==> src/rtl/adc_pkg.sv <==
// adc_pkg: FSM state encoding, default parameters, timer width and round-robin channel pick
package adc_pkg;
  typedef enum logic [1:0] {IDLE, SETTLE, CONVERT, HOLD} state_t;
  localparam int ADC_BITS_DEF = 10;
  localparam int SETTLE_DEF = 2;
  localparam int CONV_DEF = 12;
  localparam int CNT_W = 6;
  function automatic logic [2:0] next_chan(input logic [2:0] c, input logic [7:0] m);
    logic [2:0] r;
    logic [2:0] k;
    r = c;
    for (int i = 7; i >= 1; i--) begin
      k = c + i[2:0];
      if (m[k]) r = k;
    end
    return r;
  endfunction
endpackage

==> src/rtl/adc_cycle_timer.sv <==
// adc_cycle_timer: loadable down-counter; ports clk/reset, load+load_val, count enable, cnt value, expire at zero
module adc_cycle_timer #(
  parameter int W = 6
) (
  input  logic         clk,
  input  logic         reset,
  input  logic         load,
  input  logic         count,
  input  logic [W-1:0] load_val,
  output logic [W-1:0] cnt,
  output logic         expire
);
  logic [W-1:0] cnt_q, cnt_d;
  always_comb cnt_d = load ? load_val : (count && cnt_q != '0) ? cnt_q - W'(1) : cnt_q;
  always_ff @(posedge clk) begin
    if (reset) cnt_q <= '0;
    else cnt_q <= cnt_d;
  end
  assign cnt = cnt_q;
  assign expire = cnt_q == '0;
endmodule

==> src/rtl/adc_scan_sequencer.sv <==
// adc_scan_sequencer: round-robin SAR scan; in enable/chan_mask/adc_eoc/adc_data/sample_ready/err_clr, out ADCctrl/start/sample_*/timeout_err
module adc_scan_sequencer
  import adc_pkg::*;
#(
  parameter int ADC_BITS = ADC_BITS_DEF,
  parameter int SETTLE_CYCLES = SETTLE_DEF,
  parameter int CONV_CYCLES = CONV_DEF
) (
  input  logic                clk,
  input  logic                reset,
  input  logic                enable,
  input  logic [7:0]          chan_mask,
  input  logic                adc_eoc,
  input  logic [ADC_BITS-1:0] adc_data,
  input  logic                sample_ready,
  input  logic                err_clr,
  output logic [7:0]          ADCctrl,
  output logic                start,
  output logic                sample_valid,
  output logic [ADC_BITS-1:0] sample_data,
  output logic [2:0]          sample_chan,
  output logic                timeout_err
);
  state_t state_q, state_d;
  logic [2:0] chan_q, chan_d, schan_q, schan_d;
  logic [ADC_BITS-1:0] data_q, data_d;
  logic valid_q, valid_d, err_q, err_d;
  logic go, first, hit, tmo, adv, settle_done, load, count, expire;
  logic [CNT_W-1:0] load_val, tcnt;
  adc_cycle_timer #(.W(CNT_W)) u_timer (
    .clk(clk), .reset(reset), .load(load), .count(count),
    .load_val(load_val), .cnt(tcnt), .expire(expire)
  );
  // The timer is loaded with CONV_CYCLES on entering CONVERT, so that value marks the start cycle
  // and zero marks the last cycle in which adc_eoc is still accepted.
  always_comb begin
    go = enable && |chan_mask;
    first = state_q == CONVERT && tcnt == CNT_W'(CONV_CYCLES);
    hit = state_q == CONVERT && adc_eoc && !first;
    tmo = state_q == CONVERT && !hit && expire;
    settle_done = state_q == SETTLE && expire;
    adv = state_q == IDLE || tmo || (state_q == HOLD && sample_ready);
    state_d = adv ? (go ? SETTLE : IDLE) : hit ? HOLD : settle_done ? CONVERT : state_q;
    chan_d = adv && go ? next_chan(chan_q, chan_mask) : chan_q;
    load = (adv && go) || settle_done;
    load_val = settle_done ? CNT_W'(CONV_CYCLES) : CNT_W'(SETTLE_CYCLES - 1);
    count = state_q == SETTLE || state_q == CONVERT;
    valid_d = hit ? 1'b1 : (state_q == HOLD && sample_ready) ? 1'b0 : valid_q;
    data_d = hit ? adc_data : data_q;
    schan_d = hit ? chan_q : schan_q;
    err_d = tmo || (err_q && !err_clr);
  end
  always_ff @(posedge clk) begin
    if (reset) begin
      state_q <= IDLE;
      chan_q <= 3'd7;
      schan_q <= '0;
      data_q <= '0;
      valid_q <= 1'b0;
      err_q <= 1'b0;
    end else begin
      state_q <= state_d;
      chan_q <= chan_d;
      schan_q <= schan_d;
      data_q <= data_d;
      valid_q <= valid_d;
      err_q <= err_d;
    end
  end
  assign ADCctrl = state_q == IDLE ? 8'h00 : 8'h01 << chan_q;
  assign start = first;
  assign sample_valid = valid_q;
  assign sample_data = data_q;
  assign sample_chan = schan_q;
  assign timeout_err = err_q;
endmodule

==> config.mk <==
export PLATFORM = sky130hd
export DESIGN_NAME = adc_scan_sequencer
export DESIGN_NICKNAME = d
export VERILOG_FILES = /design/src/rtl/adc_pkg.sv /design/src/rtl/adc_cycle_timer.sv /design/src/rtl/adc_scan_sequencer.sv
export SDC_FILE = /design/constraint.sdc
export NUM_CORES = 1
export LEC_CHECK = 0
export CORE_MARGIN = 2
export CORE_UTILIZATION = 52
export CTS_BUF_LIST = sky130_fd_sc_hd__clkbuf_4 sky130_fd_sc_hd__clkbuf_8
export CTS_CLUSTER_DIAMETER = 30
export DETAILED_ROUTE_END_ITERATION = 10
export PLACE_DENSITY = 0.83
export RECOVER_POWER = 50
export SYNTH_ARGS = -nofsm -noshare
export SYNTH_HDL_FRONTEND = slang
export SYNTH_SLANG_ARGS = --single-unit
==> constraint.sdc <==
create_clock -name clk -period 3.5 [get_ports clk]
set_input_delay 0.35 -clock clk [delete_from_list [all_inputs] [get_ports clk]]
set_output_delay 0.35 -clock clk [all_outputs]
set_load 0.02 [all_outputs]
==> results_dict.tcl, run 1 <==
set metrics [dict create \
    crit_path_end_kind "flip-flop" \
    r2r_end "chan_q[1]$_SDFFE_PP1P_" \
    overflow 0 \
    grt_max_degree 27 \
    yosysSeqAreaShare_pct 25.8 \
    gp_congestion 0.931 \
    postSynthAreaPerCell_um2 8.31 \
    globalRouteMet2Util_pct 37.9 \
    slew-limit-headroom_pct 60.4 \
    num_vias 1977 \
    grt_util_met1_pct 31.0 \
    ys_ff_latch 26 \
    cts.htree.levels 1 \
    tritoncts "done" \
    cts_resized 0 \
    place_worst_setup_slack_ns 0.587 \
    ir_drop_mv 0.337 \
    grt_use_met3_pct 8.69 \
    postRouteAntennaNets 0 \
    synth_edf_count 0 \
    cts_sinks 26 \
    layout_common_cells "nand2_1 (36), clkdlybuf4s50_1 (32), dfxtp_1 (26)" \
    layout_commonest_cell "nand2_1" \
    dr.pass1.iters 7 \
    critPathBufInv 1 \
    numCtsBuffers 3 \
    grt.total_usage_pct 24.1 \
    place_area_um2 2510 \
    arrival_ns 3.10 \
    ios 48 \
    cts_buffer_depth 2 \
    hold_viol_final 0 \
    area_delta_synth_final_pct 27.3 \
    die_h_um 66.3 \
    row_count 22 \
    wirelength_um 4950 \
    worstRegToRegCells 7 \
    busiest_layer "met2" \
    dieArea_um2 4400 \
    tns_ns 0 \
    max_clock_freq_ghz 0.341 \
    reg2reg_slack_ns 0.57 \
    synth.distinct_cells 54 \
    clk_latency_ns 0.27 \
    finalNetCount 324 \
    synth_nets 281 \
    min_path_cells 2 \
    antennaDiodeCount 0 \
    crit_path_cell_trace "clkinv_1 -> ha_1 -> mux4_2 -> mux2_2 -> a2111o_1 -> a211o_1 -> a21o_1" \
    routed_via_density 5.94 \
    worstMarginPinSlew_ns 0.593 \
    critPathSlowestCell "ha_1" \
    min_period_ns 2.93 \
    coreArea_um2 3690 \
    wl_per_cell_um 14.9 \
    fin_worst_skew_ns 0.00264 \
    yosys_warnings 0 \
    hold_path.class "reg2reg" \
    start_util_pct 54.7 \
    path_class "reg2reg" \
    cap_violations 0 \
    setup_ws_ns 0.566 \
    grt_setup_unrepaired "false" \
    critPathMaxFanout 12 \
    synth.cell_area_um2 2020 \
    cts_setup_buffers 0 \
    timing.final.crit_share_pct 83.8 \
    fillers 309 \
    status "finished clean" \
    post-route-util_pct 69.7 \
    clk_pin_slew_worst_paths_ns 0.09 \
    antenna_found_initial 0 \
    drc_errors 0 \
    grt_pass1_vias 1850 \
    portBuffers 47 \
    max_stage_delay_ns 0.65 \
    die_x_um 66.3 \
    cp_data_required_time_ns 3.67 \
    min-delay-start "sample_chan[0]$_SDFFE_PP0P_" \
    clockRootBuffer "clkbuf_8" \
    final_area_um2 2570 \
    hpwl_um 3760 \
    power_density_nw_per_um2 494 \
    grt_pass1_wl_um 8380 \
    setup_violations 0 \
    synth_flop_cell "dfxtp_1" \
    netlist_instances 243 \
    finalHoldWorstSlack_ns 0.456 \
    ctsHoldBuffers 0 \
    holdPathEnd "sample_chan[0]$_SDFFE_PP0P_" \
    reg2reg_from "chan_q[0]$_SDFFE_PP1P_" \
    drive_gt1_share_pct 8.42 \
    start_kind "flip-flop" \
    leakage_nw 1.02 \
    crit_family "compound AO/OA/AOI/OAI gates" \
    slew_violations 0 \
    async_reset_ff_share_pct 0 \
    drt-initial-drc-count 106 \
]
==> metal layers <==
layer | part of all wire (%) | vias up
met2 | 46 | 90
met4 | 1.8 | 0
li1 | - | 964
met1 | 43 | 911
met5 | 0 | -
met3 | 9.0 | 12
==> cell type report <==
cell class / count / area (um2) / share of cell area [%]
inverters: 10 / 37.5 / 1.46
well taps: 48 / 60.1 / 2.34
multi-input cells: 195 / 1400 / 54.6
flip-flops and latches: 26 / 520 / 20.3
repair buffers: 50 / 493 / 19.2
clock buffers: 4 / 55.1 / 2.14
==> worst register-to-register path: cells and delay by family (launching register included) <==
family | cells | cell delay (ns)
flip-flops | 1 | 0.34
multiplexers | 2 | 0.77
buffers and inverters | 1 | 0.22
AO/OA/AOI/OAI | 3 | 0.86
adder cells (fa/ha/maj) | 1 | 0.65
==> registers in the layout, indices dropped and copies added (netlist names) <==
signal        count
sample_chan       3
timeout_err       1
state_q           2
chan_q            3
u_timer.cnt       6
sample_valid      1
sample_data      10
==> per-stage QoR <==
| step | total power, mW | instances |
|---|---|---|
| finish | 1.27 | 333 |
| global route | 1.36 | 333 |
| CTS | 1.26 | 333 |
| detailed placement | 1.07 | 329 |
| global placement | 1.05 | 329 |
| floorplan | 0.911 | 243 |
==> cells in the mapped netlist, types with 2 or more instances <==
master     instances  area [um2]
xor2_1             4        35.0
nor4_1             2        12.5
ha_1              14         175
nand2_1           36         135
dfxtp_1           26         521
a31oi_1            3        18.8
nor2_1            16        60.1
and3_1             3        18.8
nand3_1            7        35.0
a221oi_1           2        17.5
mux2i_1            8        80.1
clkbuf_1           8        30.0
mux4_2             6         135
nand2b_1           2        12.5
a211oi_1           3        22.5
mux2_2             6        67.6
nor2b_1            5        31.3
xnor2_1            3        26.3
nor3b_1            3        22.5
o21ai_0            8        40.0
mux4_1             2        52.6
a2bb2oi_1          2        17.5
and2_1             8        50.1
nor3_1             4        20.0
a21oi_1           25         125
inv_1              9        33.8
==> how the worst max path moves through the flow <==
stage | startpoint | endpoint | cells after the start
6_report | chan_q[0]$_SDFFE_PP1P_ | chan_q[1]$_SDFFE_PP1P_ | 7
5_1_grt | chan_q[0]$_SDFFE_PP1P_ | chan_q[1]$_SDFFE_PP1P_ | 8
4_1_cts | chan_q[0]$_SDFFE_PP1P_ | chan_q[1]$_SDFFE_PP1P_ | 7
3_5_place_dp | chan_q[0]$_SDFFE_PP1P_ | chan_q[1]$_SDFFE_PP1P_ | 7
3_3_place_gp | chan_q[0]$_SDFFE_PP1P_ | chan_q[1]$_SDFFE_PP1P_ | 7
2_1_floorplan | chan_q[1]$_SDFFE_PP1P_ | chan_q[2]$_SDFFE_PP1P_ | 11
==> report_power, final <==
| part | internal [mW] | switching [mW] | total, mW |
|---|---|---|---|
| registers | 0.316 | 0.0293 | 0.345 |
| clock network | 0.100 | 0.0901 | 0.191 |
| logic | 0.341 | 0.394 | 0.735 |
==> logic make-up (layout without fill, tap and decap cells) <==
logic type	after synthesis	after routing	share of synthesized area, %
simple gates	92	92	21.9
compound gates	60	60	19.3
flops	26	26	25.8
mux	22	22	16.6
buf+inv	22	64	4.71
fa+ha+maj	14	14	8.67
xor+xnor	7	7	3.04
Note: power is estimated with default switching activity, not from simulation.
==> inputs of run 2 (changes only) <==
--- a/config.mk
+++ b/config.mk
@@ -6,11 +6,11 @@
 export NUM_CORES = 1
 export LEC_CHECK = 0
 export CORE_MARGIN = 2
-export CORE_UTILIZATION = 52
+export CORE_UTILIZATION = 47
 export CTS_BUF_LIST = sky130_fd_sc_hd__clkbuf_4 sky130_fd_sc_hd__clkbuf_8
 export CTS_CLUSTER_DIAMETER = 30
 export DETAILED_ROUTE_END_ITERATION = 10
-export PLACE_DENSITY = 0.83
+export PLACE_DENSITY = 0.79
 export RECOVER_POWER = 50
 export SYNTH_ARGS = -nofsm -noshare
 export SYNTH_HDL_FRONTEND = slang
==> constraint.sdc (replaced) <==
create_clock -name clk -period 2.5 [get_ports clk]
set_input_delay 0.25 -clock clk [delete_from_list [all_inputs] [get_ports clk]]
set_output_delay 0.25 -clock clk [all_outputs]
set_load 0.02 [all_outputs]
==> run 2 against run 1 <==
Compared with the run above:
- count of clock-buffer cells in the layout is 1 lower
- first-iteration DRC count down 13%
- hold slack better by 0.0017 ns
- critical path type unchanged
- critical endpoint unchanged
- largest cell class unchanged
- highest routed layer unchanged
==> results_dict.tcl, run 2 (synthesis results as in run 1) <==
set metrics [dict create \
    comb_power_share_pct 60.4 \
    dieArea_um2 4840 \
    swShare_pct 38.2 \
    hpwl_um 4220 \
    cts_setup_buffers 0 \
    cts_resized 0 \
    clk_pin_slew_worst_paths_ns 0.10 \
    slew-limit-headroom_pct 67.5 \
    area_delta_synth_final_pct 42.9 \
    cts.htree.levels 1 \
    fillers 327 \
    leakage_nw 1.18 \
    final_cells 365 \
    ir_drop_mv 0.336 \
    layout_commonest_cell "nand2_1" \
    grt.total_usage_pct 23.9 \
    place_inst 361 \
    hold_viol_final 0 \
    status "finished clean" \
    finalNetCount 354 \
    ctsHoldBuffers 0 \
    internal_power_mw 1.31 \
    cap_violations 0 \
    start_util_pct 49.8 \
    grt_max_degree 21 \
    cp_data_required_time_ns 2.69 \
    clockRootBuffer "clkbuf_8" \
    antennaDiodeCount 0 \
    power_density_nw_per_um2 732 \
    min-delay-start "sample_data[9]$_SDFFE_PP0P_" \
    wirelength_um 5550 \
    die_x_um 69.6 \
    numCtsBuffers 3 \
    gp_congestion 0.901 \
    multi_input_area_um2 1460 \
    fin_worst_skew_ns 0.00843 \
    antenna_found_initial 0 \
    min_period_ns 2.43 \
    drc_errors 0 \
    die_h_um 69.6 \
    overflow 0 \
    max_clock_freq_ghz 0.412 \
    largest_reg_flops 10 \
    cp-startpoint "chan_q[1]$_SDFFE_PP1P_" \
    postRouteAntennaNets 0 \
    dr.pass1.iters 4 \
    worstMarginPinSlew_ns 0.487 \
    power.share.clock_pct 17.0 \
    num_vias 2108 \
    coreArea_um2 4060 \
    cts_buffer_depth 2 \
    cts_sinks 26 \
    seq_power_share_pct 22.6 \
    start_kind "flip-flop" \
    critPathMaxFanout 12 \
    row_count 23 \
    grt_pass1_wl_um 9470 \
    switchingPower_mw 0.807 \
    layout_common_cells "nand2_1 (36), clkdlybuf4s50_1 (32), buf_4 (32)" \
    arrival_ns 2.61 \
    setup_violations 0 \
    crit_path_end_kind "flip-flop" \
    wl_per_cell_um 15.2 \
    clk_latency_ns 0.28 \
    grt_pass1_vias 2122 \
    reg2reg_from "chan_q[1]$_SDFFE_PP1P_" \
    hold_path.class "reg2reg" \
    tritoncts "done" \
    setup_ws_ns 0.0722 \
    ios 48 \
    drt-initial-drc-count 92 \
    routed_via_density 5.78 \
    seq_area_um2 523 \
    slew_violations 0 \
    drive_gt1_share_pct 19.7 \
    portBuffers 47 \
    place_worst_setup_slack_ns -0.00524 \
    timing.final.crit_share_pct 97.1 \
    path_class "reg2reg" \
]
run 2: cell types whose count changed in the layout (fill, tap and decap cells not counted), sizes merged:
cell,previous run,this run
buf,3,33
bufinv,0,1
clkbuf,4,3
clkinvlp,0,1
inv,9,8
run 2: worst paths after layout:
path                                 endpoint  slack [ns]  cells past startpoint
setup / recovery       chan_q[1]$_SDFFE_PP1P_        0.07                      7
hold / removal    sample_data[9]$_SDFFE_PP0P_        0.46                      2
setup reg to reg       chan_q[1]$_SDFFE_PP1P_        0.07                      7
hold reg to reg   sample_data[9]$_SDFFE_PP0P_        0.46                      2
run 2: cell type report:
cell class | count | area share (%)
Clock buffer | 3 | 1.43
Timing Repair Buffer | 80 | 25.3
Sequential cell | 26 | 18.1
Clock inverter | 1 | 1.04
Tap cell | 50 | 2.17
Inverter | 10 | 1.47
Multi-Input combinational cell | 195 | 50.4
run 2: stage by stage:
| stage | setup TNS (ns) | instance area (um2) | hold slack [ns] | power (mW) | utilization [%] |
|---|---|---|---|---|---|
| 3_5_place_dp | -0.00524 | 2780 | 0.449 | 1.71 | 68.5 |
| 6_report | 0 | 2890 | 0.458 | 2.11 | 71.1 |
| 2_1_floorplan | -0.0400 | 2050 | 0.386 | 1.31 | - |
| 3_3_place_gp | 0 | 2780 | 0.441 | 1.68 | 68.5 |
| 4_1_cts | 0 | 2850 | 0.464 | 2.08 | 70.2 |
| 5_1_grt | -0.00642 | 2890 | 0.485 | 2.24 | 71.1 |
run 2: power groups by stage:
stage | Combinational, mW | Sequential, mW | Clock [mW]
floorplan | 0.833 | 0.481 | 0
global placement | 1.20 | 0.481 | 0
detailed placement | 1.22 | 0.483 | 0
CTS | 1.24 | 0.474 | 0.369
global route | 1.37 | 0.481 | 0.381
finish | 1.28 | 0.477 | 0.360
run 2: critical path, cell delays in order (launching register included):
cell and delay, ns:
dfxtp_2 0.37, clkinvlp_4 0.11, ha_4 0.36, mux4_2 0.38, mux2_4 0.33, a2111o_1 0.37, a211o_1 0.26, a21o_1 0.15
run 2: per-layer routing:
metal | GRT usage (%) | wire length (um) | vias to the layer above | part of all wire [%]
li1 | - | - | 1026 | -
met1 | 29.8 | 2340 | 1001 | 42
met2 | 39.9 | 2750 | 68 | 50
met3 | 5.38 | 351 | 13 | 6.3
met4 | 9.80 | 108 | 0 | 1.9
met5 | 0 | 0 | - | 0
